<file path="src/rtl/vigna_pkg.sv">
// Shared vigna core definitions: data widths, fetch-entry layout and base opcodes.
package vigna_pkg;
  localparam int XLEN       = 32;
  localparam int INSN_BYTES = 4;

  typedef struct packed {
    logic [XLEN-1:0] addr;
    logic [XLEN-1:0] data;
  } fetch_entry_t;

  localparam logic [6:0] OPC_LUI    = 7'b0110111;
  localparam logic [6:0] OPC_AUIPC  = 7'b0010111;
  localparam logic [6:0] OPC_JAL    = 7'b1101111;
  localparam logic [6:0] OPC_JALR   = 7'b1100111;
  localparam logic [6:0] OPC_BRANCH = 7'b1100011;
  localparam logic [6:0] OPC_LOAD   = 7'b0000011;
  localparam logic [6:0] OPC_STORE  = 7'b0100011;
  localparam logic [6:0] OPC_OPIMM  = 7'b0010011;
  localparam logic [6:0] OPC_OP     = 7'b0110011;

  function automatic logic [XLEN-1:0] word_align(input logic [XLEN-1:0] a);
    return {a[XLEN-1:2], 2'b00};
  endfunction
endpackage

</file>
<file path="src/rtl/vigna_prefetch_if.sv">
// Prefetch bundle: instruction bus to memory, instruction stream to decoder, redirect from execute.
interface vigna_prefetch_if;
  import vigna_pkg::*;

  logic            i_valid;
  logic            i_ready;
  logic [XLEN-1:0] i_addr;
  logic [XLEN-1:0] i_rdata;
  logic [XLEN-1:0] i_wdata;
  logic [3:0]      i_wstrb;
  logic            inst_valid;
  logic            inst_ready;
  logic [XLEN-1:0] inst_data;
  logic [XLEN-1:0] inst_addr;
  logic            redir_valid;
  logic [XLEN-1:0] redir_addr;

  modport master (
    output i_valid, i_addr, i_wdata, i_wstrb, inst_valid, inst_data, inst_addr,
    input  i_ready, i_rdata, inst_ready, redir_valid, redir_addr
  );
  modport slave (
    input  i_valid, i_addr, i_wdata, i_wstrb, inst_valid, inst_data, inst_addr,
    output i_ready, i_rdata, inst_ready, redir_valid, redir_addr
  );
endinterface

</file>
<file path="src/rtl/vigna_sync_fifo.sv">
// Generic DEPTH x WIDTH synchronous FIFO with flush; flush wins over push and pop.
module vigna_sync_fifo #(
  parameter int DEPTH = 4,
  parameter int WIDTH = 64,
  parameter int CNT_W = $clog2(DEPTH+1)
) (
  input  logic             clk,
  input  logic             resetn,
  input  logic             i_push,
  input  logic [WIDTH-1:0] i_wdata,
  input  logic             i_pop,
  input  logic             i_flush,
  output logic [WIDTH-1:0] o_rdata,
  output logic             o_valid,
  output logic [CNT_W-1:0] o_count
);
  localparam int PTR_W = $clog2(DEPTH);

  logic [WIDTH-1:0] r_mem [DEPTH];
  logic [PTR_W-1:0] r_wr_ptr, r_rd_ptr;
  logic [CNT_W-1:0] r_count;
  logic             w_push, w_pop;

  assign w_push  = i_push & ~i_flush;
  assign w_pop   = i_pop & ~i_flush & (r_count != '0);
  assign o_rdata = r_mem[r_rd_ptr];
  assign o_valid = r_count != '0;
  assign o_count = r_count;

  always_ff @(posedge clk)
    if (w_push) r_mem[r_wr_ptr] <= i_wdata;

  // DEPTH is a power of two, so pointers wrap by natural overflow
  always_ff @(posedge clk or negedge resetn) begin
    if (!resetn) begin
      r_wr_ptr <= '0;
      r_rd_ptr <= '0;
      r_count  <= '0;
    end else if (i_flush) begin
      r_wr_ptr <= '0;
      r_rd_ptr <= '0;
      r_count  <= '0;
    end else begin
      if (w_push) r_wr_ptr <= r_wr_ptr + PTR_W'(1);
      if (w_pop)  r_rd_ptr <= r_rd_ptr + PTR_W'(1);
      case ({w_push, w_pop})
        2'b10:   r_count <= r_count + CNT_W'(1);
        2'b01:   r_count <= r_count - CNT_W'(1);
        default: r_count <= r_count;
      endcase
    end
  end
endmodule

</file>
<file path="src/rtl/vigna_prefetch.sv">
// Sequential instruction prefetcher with redirect flush and single outstanding fetch.
// Optional VIGNA_PREFETCH_ALIGN_CHECK_EN: misaligned redirects halt fetch and raise fetch_misaligned.
module vigna_prefetch import vigna_pkg::*; #(
  parameter logic [XLEN-1:0] RESET_ADDR = 32'h0000_0000,
  parameter int              DEPTH      = 4,
  parameter int              CNT_W      = $clog2(DEPTH+1)
) (
  input  logic             clk,
  input  logic             resetn,
  vigna_prefetch_if.master bus,
  output logic [CNT_W-1:0] occupancy
`ifdef VIGNA_PREFETCH_ALIGN_CHECK_EN
  , output logic           fetch_misaligned
`endif
);
  localparam logic [CNT_W:0] DEPTH_C = (CNT_W+1)'(DEPTH);

  logic            r_valid, r_drop;
  logic [XLEN-1:0] r_addr, r_fetch_pc;
  logic            w_resp, w_redir, w_push, w_pop, w_head_valid, w_halt;
  logic [XLEN-1:0] w_redir_pc;
  logic [CNT_W:0]  w_occ_ext, w_occ_after;
  fetch_entry_t    w_wentry, w_rentry;

  assign w_redir     = bus.redir_valid;
  assign w_redir_pc  = word_align(bus.redir_addr);
  assign w_resp      = r_valid & bus.i_ready;
  assign w_push      = w_resp & ~r_drop & ~w_redir;
  assign w_pop       = w_head_valid & bus.inst_ready & ~w_redir;
  assign w_occ_ext   = {1'b0, occupancy};
  assign w_occ_after = w_occ_ext + (CNT_W+1)'(w_push) - (CNT_W+1)'(w_pop);

`ifdef VIGNA_PREFETCH_ALIGN_CHECK_EN
  logic r_mis;
  always_ff @(posedge clk or negedge resetn) begin
    if (!resetn)      r_mis <= 1'b0;
    else if (w_redir) r_mis <= bus.redir_addr[1:0] != 2'b00;
  end
  assign w_halt           = r_mis;
  assign fetch_misaligned = r_mis;
`else
  assign w_halt = 1'b0;
`endif

  always_ff @(posedge clk or negedge resetn) begin
    if (!resetn) begin
      r_valid    <= 1'b0;
      r_addr     <= RESET_ADDR;
      r_fetch_pc <= RESET_ADDR;
      r_drop     <= 1'b0;
    end else if (w_redir) begin
      r_fetch_pc <= w_redir_pc;
      // a stalled request must keep its address; its data is discarded on arrival
      if (r_valid && !bus.i_ready) begin
        r_drop <= 1'b1;
      end else begin
        r_valid <= 1'b0;
        r_drop  <= 1'b0;
      end
    end else if (w_resp) begin
      r_drop <= 1'b0;
      if (w_occ_after < DEPTH_C && !w_halt) begin
        r_addr     <= r_fetch_pc;
        r_fetch_pc <= r_fetch_pc + XLEN'(INSN_BYTES);
      end else begin
        r_valid <= 1'b0;
      end
    end else if (!r_valid && w_occ_ext < DEPTH_C && !w_halt) begin
      r_valid    <= 1'b1;
      r_addr     <= r_fetch_pc;
      r_fetch_pc <= r_fetch_pc + XLEN'(INSN_BYTES);
    end
  end

  assign w_wentry = '{addr: r_addr, data: bus.i_rdata};

  vigna_sync_fifo #(
    .DEPTH (DEPTH),
    .WIDTH ($bits(fetch_entry_t)),
    .CNT_W (CNT_W)
  ) u_fifo (
    .clk     (clk),
    .resetn  (resetn),
    .i_push  (w_push),
    .i_wdata (w_wentry),
    .i_pop   (w_pop),
    .i_flush (w_redir),
    .o_rdata (w_rentry),
    .o_valid (w_head_valid),
    .o_count (occupancy)
  );

  assign bus.i_valid    = r_valid;
  assign bus.i_addr     = r_addr;
  assign bus.i_wdata    = '0;
  assign bus.i_wstrb    = '0;
  assign bus.inst_valid = w_head_valid;
  assign bus.inst_addr  = w_rentry.addr;
  assign bus.inst_data  = w_rentry.data;
endmodule

</file>
<file path="src/flat_wrapper.sv">
// flat-port wrapper written by rule: the top's interface ports become plain ports
module vigna_prefetch_flat import vigna_pkg::*;
#(
  parameter logic [XLEN-1:0] RESET_ADDR = 32'h0000_0000,
  parameter int              DEPTH      = 4,
  parameter int              CNT_W      = $clog2(DEPTH+1)
)
  (clk, resetn, occupancy, bus_i_valid, bus_i_addr, bus_i_wdata, bus_i_wstrb, bus_inst_valid, bus_inst_data, bus_inst_addr, bus_i_ready, bus_i_rdata, bus_inst_ready, bus_redir_valid, bus_redir_addr);
  vigna_prefetch_if bus_i ();
  input  logic clk;
  input  logic resetn;
  output logic [CNT_W-1:0] occupancy;
  output wire logic [$bits(bus_i.i_valid)-1:0] bus_i_valid;
  output wire logic [$bits(bus_i.i_addr)-1:0] bus_i_addr;
  output wire logic [$bits(bus_i.i_wdata)-1:0] bus_i_wdata;
  output wire logic [$bits(bus_i.i_wstrb)-1:0] bus_i_wstrb;
  output wire logic [$bits(bus_i.inst_valid)-1:0] bus_inst_valid;
  output wire logic [$bits(bus_i.inst_data)-1:0] bus_inst_data;
  output wire logic [$bits(bus_i.inst_addr)-1:0] bus_inst_addr;
  input wire logic [$bits(bus_i.i_ready)-1:0] bus_i_ready;
  input wire logic [$bits(bus_i.i_rdata)-1:0] bus_i_rdata;
  input wire logic [$bits(bus_i.inst_ready)-1:0] bus_inst_ready;
  input wire logic [$bits(bus_i.redir_valid)-1:0] bus_redir_valid;
  input wire logic [$bits(bus_i.redir_addr)-1:0] bus_redir_addr;
  assign bus_i_valid = bus_i.i_valid;
  assign bus_i_addr = bus_i.i_addr;
  assign bus_i_wdata = bus_i.i_wdata;
  assign bus_i_wstrb = bus_i.i_wstrb;
  assign bus_inst_valid = bus_i.inst_valid;
  assign bus_inst_data = bus_i.inst_data;
  assign bus_inst_addr = bus_i.inst_addr;
  assign bus_i.i_ready = bus_i_ready;
  assign bus_i.i_rdata = bus_i_rdata;
  assign bus_i.inst_ready = bus_inst_ready;
  assign bus_i.redir_valid = bus_redir_valid;
  assign bus_i.redir_addr = bus_redir_addr;
  vigna_prefetch #(.RESET_ADDR(RESET_ADDR), .DEPTH(DEPTH), .CNT_W(CNT_W)) u_core (.clk(clk), .resetn(resetn), .bus(bus_i), .occupancy(occupancy));
endmodule
</file>
<file path="config.mk">
export PLATFORM = sky130hd
export DESIGN_NAME = vigna_prefetch_flat
export DESIGN_NICKNAME = d
export VERILOG_FILES = /design/src/rtl/vigna_pkg.sv /design/src/rtl/vigna_prefetch_if.sv /design/src/rtl/vigna_sync_fifo.sv /design/src/rtl/vigna_prefetch.sv /design/src/flat_wrapper.sv
export SDC_FILE = /design/constraint.sdc
export NUM_CORES = 1
export LEC_CHECK = 0
export CAP_MARGIN = 20
export CORE_MARGIN = 2
export CORE_UTILIZATION = 40
export DETAILED_ROUTE_END_ITERATION = 16
export MAX_ROUTING_LAYER = met4
export PLACE_DENSITY = 0.7
export SLEW_MARGIN = 40
export SYNTH_ARGS = -nofsm -noshare
export SYNTH_HDL_FRONTEND = slang
export SYNTH_SLANG_ARGS = --single-unit
</file>
<file path="constraint.sdc">
create_clock -name clk -period 3.2 [get_ports clk]
set_input_delay 0.48 -clock clk [delete_from_list [all_inputs] [get_ports clk]]
set_output_delay 0.48 -clock clk [all_outputs]
set_load 0.01 [all_outputs]
</file>
-- Word level (Yosys, flattened, before mapping)
Memory sizes are Yosys's and may differ from the RTL's.
Index checks and enable logic that the tools add are counted.
- flip-flop bits (word level): 73
- bits in writable memories: 256
- output and inout bits: 137
- logic and storage cells: 70
- memories: 1
- memories (name ; depth ; bits a word ; rd ports ; clocked after Yosys merged registers in ; wr ports ; line ; text):
    u_core.u_fifo.r_mem ; 4 ; 64 ; 1 ; 0 ; 1 ; vigna_sync_fifo.sv:19 ; logic [WIDTH-1:0] r_mem [DEPTH];
- add/subtract/negate cells: 7
- order comparisons: 2
- eq/ne operators: 6
- muxes and demuxes: 23
- bitwise gates (word level): 10
- reductions and logical operators: 14
- operators by type and width (kind ; count):
    $mux 32 ; 7
    $add 32x3->32 const B ; 1
    $mux 1 ; 10
    $reduce_bool 3->1 ; 3
    $and 1x1->1 ; 8
    $mux 2 ; 4
    $reduce_bool 2->1 ; 4
    $ne 3x3->1 const B ; 2
    $pmux 3 s2 ; 1
    $reduce_and 3->1 ; 2
    $add 2x1->2 const B ; 2
    $add 3x1->4 ; 1
    $lt 4x3->1 const B ; 1
    $ne 2x2->1 const B ; 2
    $sub 4x1->4 ; 1
    $add 3x1->3 const B ; 1
    $lt 3x3->1 const B ; 1
    $mux 3 ; 1
    $sub 3x1->3 const B ; 1
    $eq 2x1->1 const B ; 1
    $eq 2x2->1 const B ; 1
    $logic_and 1x1->1 ; 2
    $logic_not 1->1 ; 2
    $not 1->1 ; 2
    $reduce_and 2->1 ; 1

-- Logic depth before layout (Yosys ltp)
- word-level depth: 9
- depth in mapped cells: 12

-- Cells and area by module
Synthesis repeated with hierarchy kept, for this count alone.
- cell total of the unflattened synthesis: 725
- area total of the unflattened synthesis: 13152.6 µm²
- by module, submodules not included (module ; times used ; cells each ; area each (µm²) ; seq. area each (µm²)):
    vigna_sync_fifo ; 1 ; 386 ; 9728.1 ; 7862.5
    vigna_prefetch ; 1 ; 339 ; 3424.5 ; 1551.5

-- Worst setup path before layout
No wires, ideal clock.
- kind: register to register
- from: reg u_core.u_fifo.r_count[2], in the netlist u_core.u_fifo.o_count[2]
- to: reg u_core.r_addr[10], in the netlist u_core.bus.i_addr[10]
- library setup time: 0.125 ns
- arrival: 2.816 ns
- required time: 3.075 ns
- setup slack: 0.259 ns
- stages on the path, launching flop included: 13
- path buffers: 2
- period minus slack after synthesis: 2.941 ns
- path through: dfrtp_1 buf_4 o31ai_1 nor2_1 ha_1 inv_1 ha_1 nor3b_4 o211a_1 nor3_2 o32a_1 buf_4 mux2_2
- longest elaborated chain between the ends: 7
- RTL lines (what ; line ; text):
    from (decl) ; vigna_sync_fifo.sv:21 ; logic [CNT_W-1:0] r_count;
    from (signal assigned) ; vigna_sync_fifo.sv:47 ; 2'b10: r_count <= r_count + CNT_W'(1);
    from (signal assigned) ; vigna_sync_fifo.sv:48 ; 2'b01: r_count <= r_count - CNT_W'(1);
    from (signal assigned) ; vigna_sync_fifo.sv:49 ; default: r_count <= r_count;
    branches (longest 6 deep; another with $add 3x1->4) ; -- ;
    $reduce_and 3->1 (no source line) * ; -- ;
    to (signal assigned) ; vigna_prefetch.sv:63 ; r_addr <= r_fetch_pc;
    to (signal assigned) ; vigna_prefetch.sv:70 ; r_addr <= r_fetch_pc;
    to (decl) ; vigna_prefetch.sv:19 ; logic [XLEN-1:0] r_addr, r_fetch_pc;
Mark *: on every way between the ends.
A chain may end at the register's enable or synchronous reset.

-- Final worst setup path
- from: reg u_core.u_fifo.r_rd_ptr[0]
- to: out bus_inst_addr[10]
- longest elaborated chain between the ends: 1
- RTL lines (what ; line ; text):
    from (decl) ; vigna_sync_fifo.sv:20 ; logic [PTR_W-1:0] r_wr_ptr, r_rd_ptr;
    from (signal assigned) ; vigna_sync_fifo.sv:45 ; if (w_pop) r_rd_ptr <= r_rd_ptr + PTR_W'(1);
    $mem_v2 4x64 ; -- ;
    to (decl) ; flat_wrapper.sv:19 ; output wire logic [$bits(bus_i.inst_addr)-1:0] bus_inst_addr;
Every way passes these cells.

==> impl_metrics.tcl <==
set metrics [dict create \
    fin_util_pct 50.8 \
    htree_num_levels 2 \
    yosys.area.top_type_share_pct 57.3 \
    yosysTopAreaCell "edfxtp_1" \
    max_stage_delay_ns 0.58 \
    port-buffer-count 163 \
    final_hold_viol_count 11 \
    antenna_found_initial 1 \
    hold-worst-slack_ns -0.0267 \
    layout_min_cycle_time_ns 2.95 \
    vias 7342 \
    clkLatencyLatePin_ns 0.50 \
    nets 1011 \
    crit_chain "buf_12 > mux4_2 > clkdlybuf4s50_1" \
    worst_ep_arrival_time_ns 2.47 \
    worst_pin_slew_ns 0.706 \
    worstPathMaxFanout 28 \
    leakage_nw 5.56 \
    path_class "flop to output pin" \
    dr.pass1.iters 5 \
    place.gp.congestion 0.862 \
    cts_setup_buffers 0 \
    ys_ff_latch 317 \
    yosys_warnings 0 \
    max_freq_mhz 339 \
    dp_cells 1338 \
    clock_tree.buffer_depth 3 \
    synthArstFlopShare_pct 21.8 \
    cts_root_buf "clkbuf_16" \
    synth_edf_count 248 \
    critPathLaunchType "flop" \
    start_util_pct 40.3 \
    end_kind "output pin" \
    syn_area_mm2 0.0130 \
    grt_max_degree 70 \
    cpMaxStageDelayCell "dfrtp_4" \
    violations "hold timing" \
    grt_pass1_vias 7218 \
    power_w 0.0141 \
    crit_required_ns 2.72 \
    grt_pass1_wl_um 42400 \
    die_h_um 184 \
    cellPowerDensity_mw_per_mm2 862 \
    gr-usage-all-layers_pct 16.9 \
    dieArea_mm2 0.0340 \
    setup_violations 0 \
    ys_seq_area_share_pct 70.5 \
    drtIter0Drc 691 \
    areaGrowthSynthToFinish_pct 26.1 \
    ctsResizeCount 0 \
    vias_per_cell 5.24 \
    synthDistinctLibCells 63 \
    hold_class "input pin to asynchronous set/reset pin" \
    overflow 0 \
    relSlewSlack_pct 52.9 \
    cts_tree "built" \
    drc 0 \
    syn_inst 744 \
    slew_violations 0 \
    ys_top_cells_by_area "edfxtp_1, dfrtp_1, mux4_2" \
    routed_wl_um 27800 \
    clk_pin_slew_ns 0.06 \
    hold_buffers 0 \
    maxCapViolCount 0 \
    synth_commonest_cells "edfxtp_1, dfrtp_1, mux4_2" \
    fin_cells 1400 \
    drtAntennaViolNets 0 \
    die_x_um 184 \
    ir_worst_vdd_v 0.000474 \
    core_mm2 0.0323 \
    rsz0062_at_grt "no" \
    syn_area_per_cell_um2 17.5 \
    io_pins 206 \
    numCtsBuffers 35 \
    skew_ns 0.0118 \
    status "complete, but fails checks" \
    hpwl_um 18100 \
    std_cell_rows 66 \
    yosysMostFrequentCell "edfxtp_1" \
    drive_above_1_share_pct 16.4 \
    avgRoutedWirePerCell_um 19.8 \
    timing.final.crit_share_pct 92.3 \
    synth_ff_type "edfxtp_1" \
    clock_sinks 317 \
]
-- worst paths after layout --
kind                            slack [ns]  cells after the start                                    end                             startpoint
worst max-delay path                  0.25                      3                      bus_inst_addr[10]  u_core.u_fifo.r_rd_ptr[0]$_DFFE_PN0P_
worst min-delay path                 -0.03                      1      u_core.bus.i_addr[18]$_DFFE_PN0P_                                 resetn
worst max register to register        0.27                     11      u_core.bus.i_addr[31]$_DFFE_PN0P_   u_core.u_fifo.o_count[1]$_DFFE_PN0P_
worst min register to register        0.54                      0   u_core.u_fifo.r_mem[2][34]$_DFFE_PP_       u_core.bus.i_addr[2]$_DFFE_PN0P_
max in group asynchronous             2.70                      1  u_core.u_fifo.r_rd_ptr[1]$_DFFE_PN0P_                                 resetn
min in group clk                      0.54                      0   u_core.u_fifo.r_mem[2][34]$_DFFE_PP_       u_core.bus.i_addr[2]$_DFFE_PN0P_
-- per-layer routing --
metal / wire length, µm / GRT usage, % / part of all wire [%] / up-vias
li1: - / - / - / 3270
met3: 1860 / 3.73 / 6.7 / 43
met1: 12100 / 22.6 / 43 / 3756
met4: 485 / 4.03 / 1.7 / 0
met2: 13400 / 26.5 / 48 / 273
met5: 0 / - / 0 / -
-- layout by cell type (no fill, tap or decap), types with 12 or more instances in the layout --
master	netlist	final
edfxtp_1	248	248
clkdlybuf4s50_1	0	161
dfrtp_1	69	67
mux4_2	62	62
conb_1	1	40
clkbuf_16	0	36
nor2_1	32	32
mux2_1	27	27
nand3_1	25	25
a21oi_1	21	21
o21ai_0	20	20
nand2_1	17	17
buf_4	45	13
buf_12	0	12
-- final cells by class --
| type | instances | area (µm²) |
|---|---|---|
| fill | 2649 | 15900 |
| clock inverter | 11 | 161 |
| sequential | 317 | 9180 |
| antenna | 1 | 2.50 |
| inverter | 13 | 48.8 |
| multi-input combinational | 378 | 3490 |
| timing repair buffer | 188 | 1970 |
| tap | 442 | 553 |
| clock buffer | 50 | 993 |
-- state kept, by name (all words and copies together) (netlist names) --
| register | flops |
|---|---|
| u_core.bus.i_addr | 30 |
| u_core.r_drop | 1 |
| u_core.u_fifo.r_wr_ptr | 2 |
| u_core.u_fifo.o_count | 3 |
| u_core.bus.i_valid | 1 |
| u_core.u_fifo.r_rd_ptr | 2 |
| u_core.u_fifo.r_mem | 248 |
| u_core.r_fetch_pc | 30 |
-- worst max-delay path: cells and delay by family (launching register included) --
family   cells  cell delay (ns)
buf+inv      2             0.83
flops        1             0.58
mux          1             0.53
-- where the power goes --
group          switching [W]  total [W]  internal (W)
Sequential          0.000717    0.00597       0.00525
Combinational        0.00185    0.00416       0.00232
Clock                0.00151    0.00399       0.00248
-- cells by family after synthesis --
kind of cell	after synthesis	share of synthesized area (%)
simple gates	140	6.10
mux	96	13.7
other cells	1	0.0288
flops	317	70.5
fa+ha+maj	9	0.924
xor+xnor	5	0.337
compound gates	88	4.48
buf+inv	88	3.94
-- per-stage QoR --
stage          instance area [µm²]  setup WS (ns)  TNS [ns]
3_5_place_dp                 15200        -0.0399    -0.782
3_3_place_gp                 15200         0.0475         0
2_1_floorplan                13200          0.259         0
5_1_grt                      16400         0.0553         0
6_report                     16400          0.248         0
4_1_cts                      16400          0.183         0
No activity file was read; power rests on OpenSTA's default activity.
